File: src/rtl/def_pkg.sv
// Shared definitions for the ALU subsystem: the operation encoding, the
// arbiter state type, data widths and an opcode classification helper.
package def_pkg;

  localparam int unsigned DATA_W = 8;
  localparam int unsigned OP_W   = 3;
  localparam int unsigned RES_W  = 16;

  // Operation encoding; codes 5 and 6 are undefined.
  typedef enum logic [OP_W-1:0] {
    no_op  = 3'd0,
    add_op = 3'd1,
    and_op = 3'd2,
    xor_op = 3'd3,
    mul_op = 3'd4,
    rst_op = 3'd7
  } operation_t;

  typedef enum logic [1:0] {
    IDLE  = 2'd0,
    ISSUE = 2'd1,
    RESP  = 2'd2
  } arb_state_t;

  // True for the operations that actually need the ALU.
  function automatic logic is_alu_op(input logic [OP_W-1:0] op);
    logic r;
    r = 1'b0;
    case (op)
      add_op, and_op, xor_op, mul_op: r = 1'b1;
      default:                        r = 1'b0;
    endcase
    return r;
  endfunction

endpackage : def_pkg

File: src/rtl/rr_arbiter.sv
// Combinational round-robin picker.
// Ports:
//   req       - request vector
//   ptr       - highest-priority requester index for this scan
//   enable    - when low, nothing is granted
//   grant     - one-hot grant
//   index     - binary index of the granted requester
//   any_grant - a grant was issued
module rr_arbiter #(
  parameter  int unsigned NUM_REQ = 4,
  localparam int unsigned IDX_W   = (NUM_REQ > 1) ? $clog2(NUM_REQ) : 1
) (
  input  logic [NUM_REQ-1:0] req,
  input  logic [IDX_W-1:0]   ptr,
  input  logic               enable,
  output logic [NUM_REQ-1:0] grant,
  output logic [IDX_W-1:0]   index,
  output logic               any_grant
);

  logic [IDX_W-1:0] cand;

  // Scan from ptr upward with wrap-around; the first set bit wins.
  always_comb begin
    grant     = '0;
    index     = '0;
    any_grant = 1'b0;
    cand      = '0;
    for (int unsigned k = 0; k < NUM_REQ; k++) begin
      cand = IDX_W'((32'(ptr) + k) % NUM_REQ);
      if (enable && !any_grant && req[cand]) begin
        grant[cand] = 1'b1;
        index       = cand;
        any_grant   = 1'b1;
      end
    end
  end

endmodule : rr_arbiter

File: src/rtl/alu_arbiter.sv
// Shares one ALU among NUM_REQ requesters: round-robin grant, start/done
// sequencing with a timeout guard, and a one-cycle response to the winner.
// Ports:
//   clk, reset          - clock, asynchronous active-high reset
//   req_valid/A/B/op    - packed per-requester requests (slice i = requester i)
//   req_ready           - one-hot accept pulse (IDLE only)
//   rsp_valid/result/err- one-hot one-cycle response to the winner
//   alu_A/B/op/start    - ALU command, non-zero only in ISSUE
//   alu_done/result     - ALU completion, honoured only in ISSUE
//   busy                - state is not IDLE
module alu_arbiter
  import def_pkg::*;
#(
  parameter int unsigned NUM_REQ = 4,
  parameter int unsigned TIMEOUT = 15
) (
  input  logic                      clk,
  input  logic                      reset,
  input  logic [NUM_REQ-1:0]        req_valid,
  input  logic [NUM_REQ*DATA_W-1:0] req_A,
  input  logic [NUM_REQ*DATA_W-1:0] req_B,
  input  logic [NUM_REQ*OP_W-1:0]   req_op,
  output logic [NUM_REQ-1:0]        req_ready,
  output logic [NUM_REQ-1:0]        rsp_valid,
  output logic [RES_W-1:0]          rsp_result,
  output logic                      rsp_err,
  output logic [DATA_W-1:0]         alu_A,
  output logic [DATA_W-1:0]         alu_B,
  output logic [OP_W-1:0]           alu_op,
  output logic                      alu_start,
  input  logic                      alu_done,
  input  logic [RES_W-1:0]          alu_result,
  output logic                      busy
);

  localparam int unsigned IDX_W = (NUM_REQ > 1) ? $clog2(NUM_REQ) : 1;
  localparam int unsigned CNT_W = $clog2(TIMEOUT + 1);

  arb_state_t        state;
  logic [IDX_W-1:0]  ptr;
  logic [IDX_W-1:0]  win;
  logic [IDX_W-1:0]  gidx;
  logic [IDX_W-1:0]  ptr_next;
  logic [NUM_REQ-1:0] grant;
  logic              any_grant;
  logic              scan_en;
  logic [DATA_W-1:0] sel_a, sel_b, lat_a, lat_b;
  logic [OP_W-1:0]   sel_op, lat_op;
  logic [CNT_W-1:0]  cnt;
  logic [CNT_W-1:0]  cnt_next;
  logic [RES_W-1:0]  res;
  logic              err;

  // Grants are only offered in IDLE and never while reset is asserted.
  assign scan_en = (state == IDLE) && !reset;

  rr_arbiter #(.NUM_REQ(NUM_REQ)) u_rr (
    .req       (req_valid),
    .ptr       (ptr),
    .enable    (scan_en),
    .grant     (grant),
    .index     (gidx),
    .any_grant (any_grant)
  );

  // Operand mux for the current winner.
  always_comb begin
    sel_a  = '0;
    sel_b  = '0;
    sel_op = '0;
    for (int unsigned i = 0; i < NUM_REQ; i++) begin
      if (gidx == IDX_W'(i)) begin
        sel_a  = req_A[i*DATA_W +: DATA_W];
        sel_b  = req_B[i*DATA_W +: DATA_W];
        sel_op = req_op[i*OP_W +: OP_W];
      end
    end
  end

  assign ptr_next = (gidx == IDX_W'(NUM_REQ - 1)) ? '0 : gidx + IDX_W'(1);
  assign cnt_next = cnt + CNT_W'(1);

  // Sequencer state, latched request and response registers.
  always_ff @(posedge clk or posedge reset) begin
    if (reset) begin
      state  <= IDLE;
      ptr    <= '0;
      win    <= '0;
      lat_a  <= '0;
      lat_b  <= '0;
      lat_op <= '0;
      cnt    <= '0;
      res    <= '0;
      err    <= 1'b0;
    end else begin
      case (state)
        IDLE: begin
          cnt <= '0;
          if (any_grant) begin
            win    <= gidx;
            lat_a  <= sel_a;
            lat_b  <= sel_b;
            lat_op <= sel_op;
            ptr    <= ptr_next;
            if (is_alu_op(sel_op)) begin
              state <= ISSUE;
            end else begin
              // no_op completes cleanly; rst_op and undefined codes flag an error.
              res   <= '0;
              err   <= (sel_op != no_op);
              state <= RESP;
            end
          end
        end
        ISSUE: begin
          if (alu_done) begin
            res   <= alu_result;
            err   <= 1'b0;
            cnt   <= '0;
            state <= RESP;
          end else if (cnt_next == CNT_W'(TIMEOUT)) begin
            res   <= '0;
            err   <= 1'b1;
            cnt   <= '0;
            state <= RESP;
          end else begin
            cnt <= cnt_next;
          end
        end
        RESP: begin
          state <= IDLE;
        end
        default: begin
          state <= IDLE;
        end
      endcase
    end
  end

  assign req_ready = grant;
  assign busy      = (state != IDLE);

  // ALU command is only driven in ISSUE; start drops in the done cycle.
  assign alu_A     = (state == ISSUE) ? lat_a  : '0;
  assign alu_B     = (state == ISSUE) ? lat_b  : '0;
  assign alu_op    = (state == ISSUE) ? lat_op : '0;
  assign alu_start = (state == ISSUE) && !alu_done;

  always_comb begin
    rsp_valid = '0;
    if (state == RESP) begin
      rsp_valid[win] = 1'b1;
    end
  end

  assign rsp_result = (state == RESP) ? res : '0;
  assign rsp_err    = (state == RESP) && err;

endmodule : alu_arbiter

File: config.mk
export PLATFORM = sky130hd
export DESIGN_NAME = alu_arbiter
export DESIGN_NICKNAME = d
export VERILOG_FILES = /design/src/rtl/def_pkg.sv /design/src/rtl/rr_arbiter.sv /design/src/rtl/alu_arbiter.sv
export SDC_FILE = /design/constraint.sdc
export NUM_CORES = 1
export LEC_CHECK = 0
export BUFFER_PORTS_ARGS = -buffer_cell sky130_fd_sc_hd__buf_2
export CAP_MARGIN = 25
export CORE_MARGIN = 2
export CORE_UTILIZATION = 48
export DETAILED_ROUTE_END_ITERATION = 16
export PLACE_DENSITY = 0.82
export SLEW_MARGIN = 10
export SYNTH_ARGS = -nofsm -noshare
export SYNTH_HDL_FRONTEND = slang
export SYNTH_SLANG_ARGS = --single-unit
File: constraint.sdc
create_clock -name clk -period 6.4 [get_ports clk]
set_clock_uncertainty 0.05 [all_clocks]
set_input_delay 0.64 -clock clk [delete_from_list [all_inputs] [get_ports clk]]
set_output_delay 0.64 -clock clk [all_outputs]
set_load 0.005 [all_outputs]
* Yosys cells after proc, flatten, opt, wreduce, memory -nomap -nowiden
Index checks and enable logic that the tools add are counted.
** Word-level totals
- Register bits :: 46
- Word-level logic and storage cells :: 138
- Output and inout bits :: 46
- Input bits :: 99
** Operators by class
- Bitwise operators :: 3
- $add $sub $neg :: 5
- Equality and inequality tests :: 13
- Mux-type cells :: 69
- Order comparisons :: 10
- Reduce and logical (&&, ||, !) cells :: 29
** Operators with widths (count)
- 2-to-1 mux 16 bit :: 5
- 2-to-1 mux 8 bit :: 10
- case mux 16 bit (2 select lines) :: 1
- 2-to-1 mux 4 bit :: 7
- 2-to-1 mux 1 bit :: 20
- 2-to-1 mux 2 bit :: 9
- logical AND 1 bit :: 15
- < comparator 2 x 3 -> 1 bit, second input constant :: 5
- 2-to-1 mux 3 bit :: 5
- bitwise OR 4 bit :: 3
- demux 1 bit (select 2 bit) :: 5
- >= comparator 2 x 1 -> 1 bit, second input constant :: 5
- binary-select mux 1 bit (select 2 bit) :: 4
- case mux 4 bit (2 select lines) :: 1
- equality test 2 bit, second input constant :: 3
- equality test 3 x 2 -> 1 bit, second input constant :: 2
- logical NOT 1 bit :: 5
- adder 2 x 1 -> 2 bit, second input constant :: 2
- adder 2 bit, second input constant :: 2
- adder 4 x 1 -> 4 bit, second input constant :: 1
- equality test 2 x 1 -> 1 bit, second input constant :: 2
- equality test 4 bit, second input constant :: 1
- logical NOT 2 bit :: 2
- inequality test 2 bit, second input constant :: 2
- other kinds (10) :: 12

* Longest topological paths before layout
Gate-level depths: netlist of run 1.
- Depth in word-level cells :: 29
- Mapped depth :: 19
- Gate-level depth less buffers :: 15

* By module
Synthesis of run 1 repeated with hierarchy kept, for this count alone.
** Unflattened totals
- Cell total of the unflattened synthesis :: 373
- Area, all modules :: 3352.0 µm²
** By module, submodules not included
- alu_arbiter :: times used 1, cells each 304, sequential area each 1151.1 µm², area each 2751.4 µm²
- rr_arbiter :: times used 1, cells each 69, sequential area each 0.0 µm², area each 600.6 µm²

* Worst setup path after synthesis of run 1
OpenSTA, ideal clock, no wires.
- Path kind :: in2reg
- Start point :: in reset
- End point :: reg res[0]
- Data required time :: 6.228 ns
- Arrival time :: 4.671 ns
- Stages on the path :: 15
- Setup slack :: 1.557 ns
- Path buffers :: 2
- Setup time :: 0.122 ns
- Cell sequence :: inv_1 nand3_1 a211oi_2 nand2b_1 o32ai_2 inv_1 ha_1 nor2b_1 buf_2 a221o_1 and2_1 xnor2_2 o2111ai_4 buf_6 a32o_1
** Between the ends
- Cells in the longest elaborated chain, start to end :: 28
- Elaborated cells between the ends (all ways) :: 39
- Those cells by class :: eq/ne (9); mux (15); reduce/logical (15)
** RTL lines
- start, declared :: RTL line alu_arbiter.sv:18 : input logic reset,
- logical NOT 1 bit (no line) (*)
- logical AND 1 bit (*) :: RTL line alu_arbiter.sv:55 : assign scan_en = (state == IDLE) && !reset;
- logical AND 1 bit :: RTL line rr_arbiter.sv:31 : if (enable && !any_grant && req[cand]) begin
- 2-to-1 mux 1 bit :: RTL line rr_arbiter.sv:31
- logical NOT 1 bit :: RTL line rr_arbiter.sv:31
- logical AND 1 bit (2 in a row) :: RTL line rr_arbiter.sv:31
- 2-to-1 mux 1 bit :: RTL line rr_arbiter.sv:31
- logical NOT 1 bit :: RTL line rr_arbiter.sv:31
- [7 not listed]
- via gidx[1] :: RTL line alu_arbiter.sv:42 : logic [IDX_W-1:0] gidx;
- [4 not listed]
- 2-to-1 mux 3 bit (*) :: RTL line alu_arbiter.sv:72 : if (gidx == IDX_W'(i)) begin
- equality test 3 x 1 -> 1 bit (tied with other cells) :: RTL line def_pkg.sv:29 : case (op)
- OR reduction 4 bit (*) :: RTL line def_pkg.sv:29
- 2-to-1 mux 1 bit (*) :: RTL line def_pkg.sv:29
- 2-to-1 mux 1 bit (*) :: RTL line alu_arbiter.sv:99 : if (any_grant) begin
- 2-to-1 mux 1 bit (*) :: RTL line alu_arbiter.sv:96 : case (state)
- inequality test 2 bit (no line) (*)
- AND reduction 4 bit (no line) (*)
- end signal, assigned :: RTL line alu_arbiter.sv:117 : res <= alu_result;
- end, declared :: RTL line alu_arbiter.sv:51 : logic [RES_W-1:0] res;
The timed path passes the listed nets; every way through them passes the cells marked *. The select of a mux whose other input is x is not followed.
A chain may end at the register's enable or synchronous reset.

* Final worst setup path of run 1
- Start point :: reg ptr[0]
- End point :: reg res[7]
** Between the ends
- Cells in the longest elaborated chain, start to end :: 28
- Elaborated cells between the ends (all ways) :: 48
- Those cells by class :: add/sub (3); eq/ne (9); mux (23); reduce/logical (13)
** RTL lines
- start, declared :: RTL line alu_arbiter.sv:40 : logic [IDX_W-1:0] ptr;
- start signal, assigned :: RTL line alu_arbiter.sv:104 : ptr <= ptr_next;
- binary-select mux 1 bit (select 2 bit) :: RTL line rr_arbiter.sv:31
- 2-to-1 mux 1 bit (not written as such) :: RTL line rr_arbiter.sv:31
- logical AND 1 bit :: RTL line rr_arbiter.sv:31
- 2-to-1 mux 1 bit :: RTL line rr_arbiter.sv:31
- logical NOT 1 bit :: RTL line rr_arbiter.sv:31
- logical AND 1 bit (2 in a row) :: RTL line rr_arbiter.sv:31
- 2-to-1 mux 1 bit :: RTL line rr_arbiter.sv:31
- logical NOT 1 bit :: RTL line rr_arbiter.sv:31
- [7 not listed]
- via gidx[1] :: RTL line alu_arbiter.sv:42
- [4 not listed]
- 2-to-1 mux 3 bit (*) :: RTL line alu_arbiter.sv:72
- equality test 3 x 1 -> 1 bit (tied with other cells) :: RTL line def_pkg.sv:29
- OR reduction 4 bit (*) :: RTL line def_pkg.sv:29
- 2-to-1 mux 1 bit (*) :: RTL line def_pkg.sv:29
- 2-to-1 mux 1 bit (*) :: RTL line alu_arbiter.sv:99
- 2-to-1 mux 1 bit (*) :: RTL line alu_arbiter.sv:96
- inequality test 2 bit (no line) (*)
- AND reduction 4 bit (no line) (*)
Marks and branches as above.

==> metrics.log, run 1 <==
[metrics] total met3 wirelength after detailed routing: roughly 510 µm
[metrics] TritonRoute pass-1 iters: 4
[metrics] fraction of layout cells with a size suffix above 1: 0.358
[metrics] weighted congestion at the end of routability-driven global placement: a little under 0.9
[metrics] via count of the first global-routing pass: 3078
[metrics] critical path peak fanout: 21
[metrics] number of cells in the finished layout apart from fillers: between 500 and 600
[metrics] top flip-flop cell by instance count after synthesis: sky130_fd_sc_hd__dfrtp_1
[metrics] RSZ-0062 raised after global routing: no
[metrics] number of distinct library cells after synthesis: 49
[metrics] maximum operating frequency: about 190 MHz
[metrics] die footprint: 7320 µm²
[metrics] CTS tree: done
[metrics] post-synthesis compound-gate area fraction: 0.250
[metrics] count of buffers added by post-CTS timing repair for setup: 0
[metrics] total overflow reported by the global router: 0
[metrics] Longest Clk Path Bufs: 2
[metrics] Gates resized, CTS repair: 0
[metrics] proportion of register bits with asynchronous set or reset after synthesis: 1.00
[metrics] warning count from the yosys run: 0
[metrics] via count: roughly 3300
[metrics] Hold/Removal Path Class: flip-flop to flip-flop
[metrics] total cell area at the placement stage: ~4000 µm²
[metrics] critical path capture point type: flip-flop
[metrics] Post-Syn Nets: roughly 470
[metrics] Nets: ~600
[metrics] Data arrival, critical path: 5.43 ns
[metrics] total global routing track utilization: 0.241
[metrics] Setup TNS Final: 0 ns
[metrics] routed length on met1: about 3.9 mm
[metrics] final instance area: around 4000 µm²
[metrics] fill cell total of the finished layout: 568
[metrics] vias per cell: approximately 5.8
[metrics] register share of total power: 0.294
[metrics] ant diodes: 0
[metrics] top cell type by total area after synthesis: sky130_fd_sc_hd__dfrtp_1
[metrics] top-level I/O count: ~150
[metrics] Simple-Gate Fraction of Synth Area: 0.232
[metrics] largest vdd supply drop: 0.000210 V
[metrics] Lkg Pwr: 2.07 nW
[metrics] Avg Inst Size Synth: 8.94 µm²
[metrics] startpoint class of the critical path: flip-flop
[metrics] clock edge transition at the registers on the reported setup and hold paths: 0.08 ns
[metrics] vertical die dimension: between 80 and 90 µm
[metrics] Clk pwr share: 0.125
[metrics] root buf cell: sky130_fd_sc_hd__clkbuf_8
[metrics] number of buffers added on ports: between 100 and 150
[metrics] Tightest Pin Transition: ~0.76 ns
[metrics] xor/xnor share of the synthesized area: 0.00784
[metrics] Maximum Capacitance Violations: 0
[metrics] antenna violations before repair: 0
[metrics] cell row count: 29
[metrics] max-slew violation count: 0
[metrics] area share of the largest cell type after synthesis: 0.361
[metrics] share of the yosys chip area belonging to registers: 0.361
[metrics] total placed cells including tap cells: ~560
[metrics] drt drc: 0
[metrics] cell count after synthesis: about 360
[metrics] drt first-iter violations: ~160
[metrics] run status: finished, final reports clean
[metrics] pin count of the biggest net entering global routing: 49
[metrics] switching power of the nets: 0.732 mW
[metrics] internal power component: 0.970 mW
[metrics] share of total power in combinational logic: 0.581
[metrics] number of register bits inferred by synthesis: between 40 and 50
[metrics] total CTS buffers: 5
[metrics] CP Class: flip-flop to flip-flop
[metrics] critical path data required time: roughly 6.5 ns
[metrics] net switching fraction of the power: 0.430
[metrics] Detail Route met2 WL: roughly 4.3 mm
[metrics] Die Width: 85.6 µm
[metrics] Max-slew headroom: 0.496
[metrics] top cells by area in the synthesized netlist: sky130_fd_sc_hd__dfrtp_1 36%, sky130_fd_sc_hd__a32o_1 5.0%, sky130_fd_sc_hd__and2_1 4.3%
[metrics] Synth top cells by count: 46 x sky130_fd_sc_hd__dfrtp_1, 29 x sky130_fd_sc_hd__nand2_1, 27 x sky130_fd_sc_hd__a21oi_1
[metrics] adder-cell share of the synthesized area: 0.0392
[metrics] proportion of synthesized area in mux cells: 0.0517
[metrics] starting utilization of the core area: 0.500
[metrics] Avg WL per Cell: 15.7 µm
[metrics] final setup violation count: 0
[metrics] clk sinks: 46
[metrics] total detailed-routing wirelength: 8.86 mm
[metrics] largest family of logic cells by synthesized area: compound AO/OA/AOI/OAI gates
[metrics] sum of net half-perimeters after detailed placement: 6.69 mm
[metrics] areal power density over the cells: 422 nW/µm²
[metrics] synthesis-to-finish area growth: 26.4%
[metrics] final critical-path required period: about 5.3 ns
[metrics] clock latency reported for the late side of the worst-skew pair: about 0.29 ns
[metrics] count of hold-fix buffers inserted at cts: 0
[metrics] most common cell in the synthesized netlist: sky130_fd_sc_hd__dfrtp_1
[metrics] count of flip-flops with a built-in enable after synthesis: 0
[metrics] hold violation total from the final report: 0
[metrics] wire length of the first global-routing pass: ~14 mm
[metrics] final antenna-violating net count: 0
[metrics] Tcrit/Tclk final: 0.828
[metrics] number of H-tree levels: 2
[metrics] Std-Cell Core Area: ~6400 µm²
[metrics] DR top layer: met4
[metrics] area of the mapped netlist: between 3000 and 4000 µm²
cells by family (layout without fill, tap and decap cells):
family                     Yosys count  count (layout)
DFF                                 46              46
and+or+nand+nor                    135             135
buffers and inverters               42             171
adders and majority gates           10              10
xor gates and xnor gates             2               2
AOI/OAI and AO/OA                  109             109
muxes                               13              13
registers in the layout, summed over array words and instances, names as in the netlist:
| name | flops |
|---|---|
| err | 1 |
| win | 2 |
| lat_op | 3 |
| ptr | 2 |
| lat_b | 8 |
| lat_a | 8 |
| cnt | 4 |
| state | 2 |
| res | 16 |
cell usage in the layout, fill, tap and decap left out, types with 5 or more instances in the layout:
cell type	instances
sky130_fd_sc_hd__nand2_1	29
sky130_fd_sc_hd__nor3_1	20
sky130_fd_sc_hd__a221oi_1	15
sky130_fd_sc_hd__o21ai_0	23
sky130_fd_sc_hd__and3_1	19
sky130_fd_sc_hd__a32o_1	16
sky130_fd_sc_hd__clkbuf_8	5
sky130_fd_sc_hd__ha_1	10
sky130_fd_sc_hd__nor2_1	8
sky130_fd_sc_hd__inv_1	12
sky130_fd_sc_hd__mux2i_1	6
sky130_fd_sc_hd__nor2b_1	17
sky130_fd_sc_hd__a21oi_1	27
sky130_fd_sc_hd__and2_1	22
sky130_fd_sc_hd__buf_2	144
sky130_fd_sc_hd__buf_4	5
sky130_fd_sc_hd__dfrtp_1	46
worst max-delay path, stage by stage (launching register included):
cell                        delay, ns
sky130_fd_sc_hd__dfrtp_1         0.64
sky130_fd_sc_hd__inv_1           0.18
sky130_fd_sc_hd__ha_1            0.50
sky130_fd_sc_hd__mux4_2          0.59
sky130_fd_sc_hd__nand2b_1        0.22
sky130_fd_sc_hd__a21oi_1         0.16
sky130_fd_sc_hd__a21oi_1         0.07
sky130_fd_sc_hd__o32ai_2         0.38
sky130_fd_sc_hd__inv_1           0.12
sky130_fd_sc_hd__ha_1            0.47
sky130_fd_sc_hd__nor2b_1         0.40
sky130_fd_sc_hd__a221oi_2        0.11
sky130_fd_sc_hd__o22ai_1         0.41
sky130_fd_sc_hd__xnor2_2         0.20
sky130_fd_sc_hd__o2111ai_4       0.31
sky130_fd_sc_hd__a32o_1          0.38
stage by stage:
step | hold WS [ns] | worst slack [ns] | utilization | power (mW)
after CTS | 0.431 | 1.12 | 0.632 | 1.71
after global placement | 0.405 | 1.40 | 0.613 | 1.45
after detailed placement | 0.412 | 1.15 | 0.615 | 1.49
after floorplan | 0.390 | 1.56 | - | 1.26
after global routing | 0.463 | 0.611 | 0.632 | 1.86
final | 0.426 | 1.10 | 0.632 | 1.70
power groups by stage:
| stage | sequential (mW) | combinational [mW] | clock, mW |
|---|---|---|---|
| final | 0.501 | 0.988 | 0.213 |
| after global routing | 0.520 | 1.11 | 0.229 |
| after CTS | 0.501 | 0.991 | 0.217 |
| after detailed placement | 0.506 | 0.988 | 0 |
| after global placement | 0.501 | 0.946 | 0 |
| after floorplan | 0.460 | 0.797 | 0 |
layout make-up:
cell class / instances / area (µm²) / share of cell area
Inverter: 13 / 48.8 / 0.0121
Clock buffer: 6 / 72.6 / 0.0180
Multi-Input combinational cell: 269 / 1860 / 0.461
Timing Repair Buffer: 150 / 769 / 0.191
Tap cell: 77 / 96.3 / 0.0239
Sequential cell: 46 / 1150 / 0.285
Clock inverter: 2 / 37.5 / 0.00930
routing by layer:
metal | vias to the layer above | global-route usage
met5 | - | 0
met4 | 0 | 0.0635
met3 | 19 | 0.0433
met2 | 108 | 0.388
met1 | 1560 | 0.338
li1 | 1575 | -
path summary, 6_finish.rpt:
kind	from	end	slack, ns	depth (start not counted)
worst max-delay path	ptr[0]$_DFFE_PP0P_	res[7]$_DFFE_PP0P_	1.10	15
worst min-delay path	lat_b[6]$_DFFE_PP0P_	lat_b[6]$_DFFE_PP0P_	0.43	2
worst max register to register	ptr[0]$_DFFE_PP0P_	res[7]$_DFFE_PP0P_	1.10	15
worst min register to register	lat_b[6]$_DFFE_PP0P_	lat_b[6]$_DFFE_PP0P_	0.43	2
max in group asynchronous	reset	lat_b[6]$_DFFE_PP0P_	5.40	3
min in group asynchronous	reset	cnt[3]$_DFFE_PP0P_	0.47	3
Power figures use the tool's default switching activity.
==> run 2, diff against run 1 <==
==> constraint.sdc (replaced) <==
create_clock -name clk -period 4.9 [get_ports clk]
set_clock_uncertainty 0.05 [all_clocks]
set_input_delay 0.49 -clock clk [delete_from_list [all_inputs] [get_ports clk]]
set_output_delay 0.49 -clock clk [all_outputs]
set_load 0.005 [all_outputs]
==> run 2 against run 1 <==
Compared with the run above:
- utilization rose by 0.57 points
- hold slack got worse by 0.092 ns
- first-iteration DRC count rose by 23%
- clock power rose by 23%
- maximum frequency rose by 19%
- global-route usage rose by 0.45 points
- die area did not move
- via count fell by 0.37%
- register-to-register slack got worse by 0.67 ns
- cell count rose by 1.1%
- design area rose by 0.90%
- critical endpoint unchanged
- largest cell class unchanged
- largest power group unchanged
==> metrics.log, run 2 (synthesized netlist as in run 1, its figures left out) <==
[metrics] areal power density over the cells: 554 nW/µm² (+31%)
[metrics] largest vdd supply drop: 0.000302 V (+44%)
[metrics] delay of the slowest critical-path stage: 0.57 ns (-0.07 ns)
[metrics] clock latency reported for the late side of the worst-skew pair: 0.30 ns (about the same)
[metrics] total CTS buffers: 5 (unchanged)
[metrics] wire length of the first global-routing pass: 14.4 mm (about the same)
[metrics] CTS tree: done
[metrics] via count: 3250 (-0.37%)
[metrics] largest registers: res (16), lat_a (8), lat_b (8)
[metrics] Gates resized, CTS repair: 0 (unchanged)
[metrics] RSZ-0062 raised after global routing: no
[metrics] Std-Cell Core Area: 6390 µm² (unchanged)
[metrics] max reg flops: 16 (unchanged)
[metrics] Lkg Pwr: 2.11 nW (+1.5%)
[metrics] ant diodes: 0 (unchanged)
[metrics] hold violation total from the final report: 0 (unchanged)
[metrics] drt first-iter violations: 201 (+23%)
[metrics] critical-path cell list: inv_1 > ha_1 > mux4_2 > nand2b_1 > a21oi_1 > a21oi_1 > o32ai_2 > inv_1 > ha_1 > nor2b_1 > a221oi_2 > o22ai_1 > xnor2_2 > o2111ai_4 > a32o_1
[metrics] final design utilization: 0.638 (+0.00568)
[metrics] count of hold-fix buffers inserted at cts: 0 (unchanged)
[metrics] cell row count: 29 (unchanged)
[metrics] fill cell total of the finished layout: 564 (-0.70%)
[metrics] total detailed-routing wirelength: 9.09 mm (+2.7%)
[metrics] final critical-path required period: 4.47 ns (-0.831 ns)
[metrics] weighted congestion at the end of routability-driven global placement: 0.850 (-2.5%)
[metrics] Setup TNS Final: 0 ns (unchanged)
[metrics] top-level I/O count: 145 (unchanged)
[metrics] Largest Register: res
[metrics] die footprint: 7320 µm² (unchanged)
[metrics] highest-count cells in the layout ignoring fill and taps: 144 x sky130_fd_sc_hd__buf_2, 46 x sky130_fd_sc_hd__dfrtp_1, 29 x sky130_fd_sc_hd__nand2_1
[metrics] Max-slew headroom: 0.467 (-0.0289)
[metrics] Overall Power: 2.26 mW (+33%)
[metrics] total overflow reported by the global router: 0 (unchanged)
[metrics] drt drc: 0 (unchanged)
[metrics] number of H-tree levels: 2 (unchanged)
[metrics] Maximum Capacitance Violations: 0 (unchanged)
[metrics] starting utilization of the core area: 0.500 (unchanged)
[metrics] combined area of the multi-input logic cells: 1860 µm² (unchanged)
[metrics] CP Class: flip-flop to flip-flop
[metrics] Nets: 600 (+1.0%)
[metrics] most common cell after layout, fill and taps aside: sky130_fd_sc_hd__buf_2
[metrics] vertical die dimension: 85.6 µm (unchanged)
[metrics] clock edge transition at the registers on the reported setup and hold paths: 0.09 ns (about the same)
[metrics] clk sinks: 46 (unchanged)
[metrics] worst slack on hold paths: 0.334 ns (-0.0921 ns)
[metrics] Avg WL per Cell: 16.0 µm (+1.6%)
[metrics] cell with the largest stage delay on the worst path: sky130_fd_sc_hd__mux4_2
[metrics] via count of the first global-routing pass: 3028 (-1.6%)
[metrics] startpoint class of the critical path: flip-flop
[metrics] TritonRoute pass-1 iters: 4 (unchanged)
[metrics] critical path data required time: 5.03 ns (-1.50 ns)
[metrics] Die Width: 85.6 µm (unchanged)
[metrics] root buf cell: sky130_fd_sc_hd__clkbuf_8
[metrics] total global routing track utilization: 0.246 (+0.00450)
[metrics] final antenna-violating net count: 0 (unchanged)
[metrics] antenna violations before repair: 0 (unchanged)
[metrics] sequential cell area in the final layout: 1150 µm² (unchanged)
[metrics] Data arrival, critical path: 4.60 ns (-0.83 ns)
[metrics] critical path capture point type: flip-flop
[metrics] final setup violation count: 0 (unchanged)
[metrics] number of buffers added on ports: 144 (unchanged)
[metrics] maximum operating frequency: 224 MHz (+19%)
[metrics] count of buffers added by post-CTS timing repair for setup: 0 (unchanged)
[metrics] critical path peak fanout: 16 (-24%)
[metrics] run status: finished, final reports clean
[metrics] max-slew violation count: 0 (unchanged)
[metrics] pin count of the biggest net entering global routing: 49 (unchanged)
[metrics] Tightest Pin Transition: 0.799 ns (+0.0432 ns)
[metrics] Tcrit/Tclk final: 0.911 (+0.0838)
[metrics] sum of net half-perimeters after detailed placement: 6.77 mm (+1.2%)
[metrics] Hold/Removal Path Class: input port to asynchronous set/reset pin
[metrics] vias per cell: 5.71 (-1.4%)
[metrics] fraction of layout cells with a size suffix above 1: 0.368 (+0.00986)
[metrics] Longest Clk Path Bufs: 2 (unchanged)
[metrics] synthesis-to-finish area growth: 27.5%
==> run 2: path summary, 6_finish.rpt <==
check	start	slack (ns)	to	cells past startpoint
setup / recovery	ptr[0]$_DFFE_PP0P_	0.43	res[7]$_DFFE_PP0P_	15
hold / removal	reset	0.33	state[1]$_DFFE_PP0P_	3
setup reg to reg	ptr[0]$_DFFE_PP0P_	0.43	res[7]$_DFFE_PP0P_	15
hold reg to reg	lat_b[6]$_DFFE_PP0P_	0.43	lat_b[6]$_DFFE_PP0P_	2
max in group asynchronous	reset	4.06	ptr[0]$_DFFE_PP0P_	3
min in group clk	alu_result[0]	0.35	res[0]$_DFFE_PP0P_	2
==> run 2: power breakdown <==
group / internal (mW) / total [mW] / switching (mW) / leakage [nW]
sequential: 0.533 / 0.619 / 0.0864 / 0.595
combinational: 0.610 / 1.38 / 0.766 / 1.46
clock: 0.129 / 0.262 / 0.132 / 0.0544
total: 1.27 / 2.26 / 0.984 / 2.11
==> run 2: layout make-up <==
| cell class | instances | area share |
|---|---|---|
| Multi-Input combinational cell | 269 | 0.457 |
| Sequential cell | 46 | 0.283 |
| Clock buffer | 7 | 0.0237 |
| Tap cell | 77 | 0.0237 |
| Clock inverter | 1 | 0.00215 |
| Inverter | 13 | 0.0120 |
| Timing Repair Buffer | 156 | 0.199 |
==> run 2: per-stage QoR <==
step                worst slack [ns]  cells  cell area (µm²)
floorplan                      0.207    357             3190
global placement              0.0341    560             3960
detailed placement             0.464    561             3970
CTS                            0.448    569             4070
global route                   0.180    569             4070
finish                         0.434    569             4070
==> run 2: worst max-delay path: cells and delay by family (launching register included) <==
family / cells / cell delay (ns)
fa+ha+maj: 2 / 0.60
buf+inv: 2 / 0.21
compound gates: 7 / 1.82
simple gates: 2 / 0.55
xor+xnor: 1 / 0.20
mux: 1 / 0.57
flops: 1 / 0.34
==> run 2: per-layer routing <==
layer,vias up,track usage,wire length (µm)
li1,1586,-,-
met1,1538,0.352,4030
met2,111,0.381,4430
met3,15,0.0404,475
met4,0,0.0837,163
met5,-,0,0
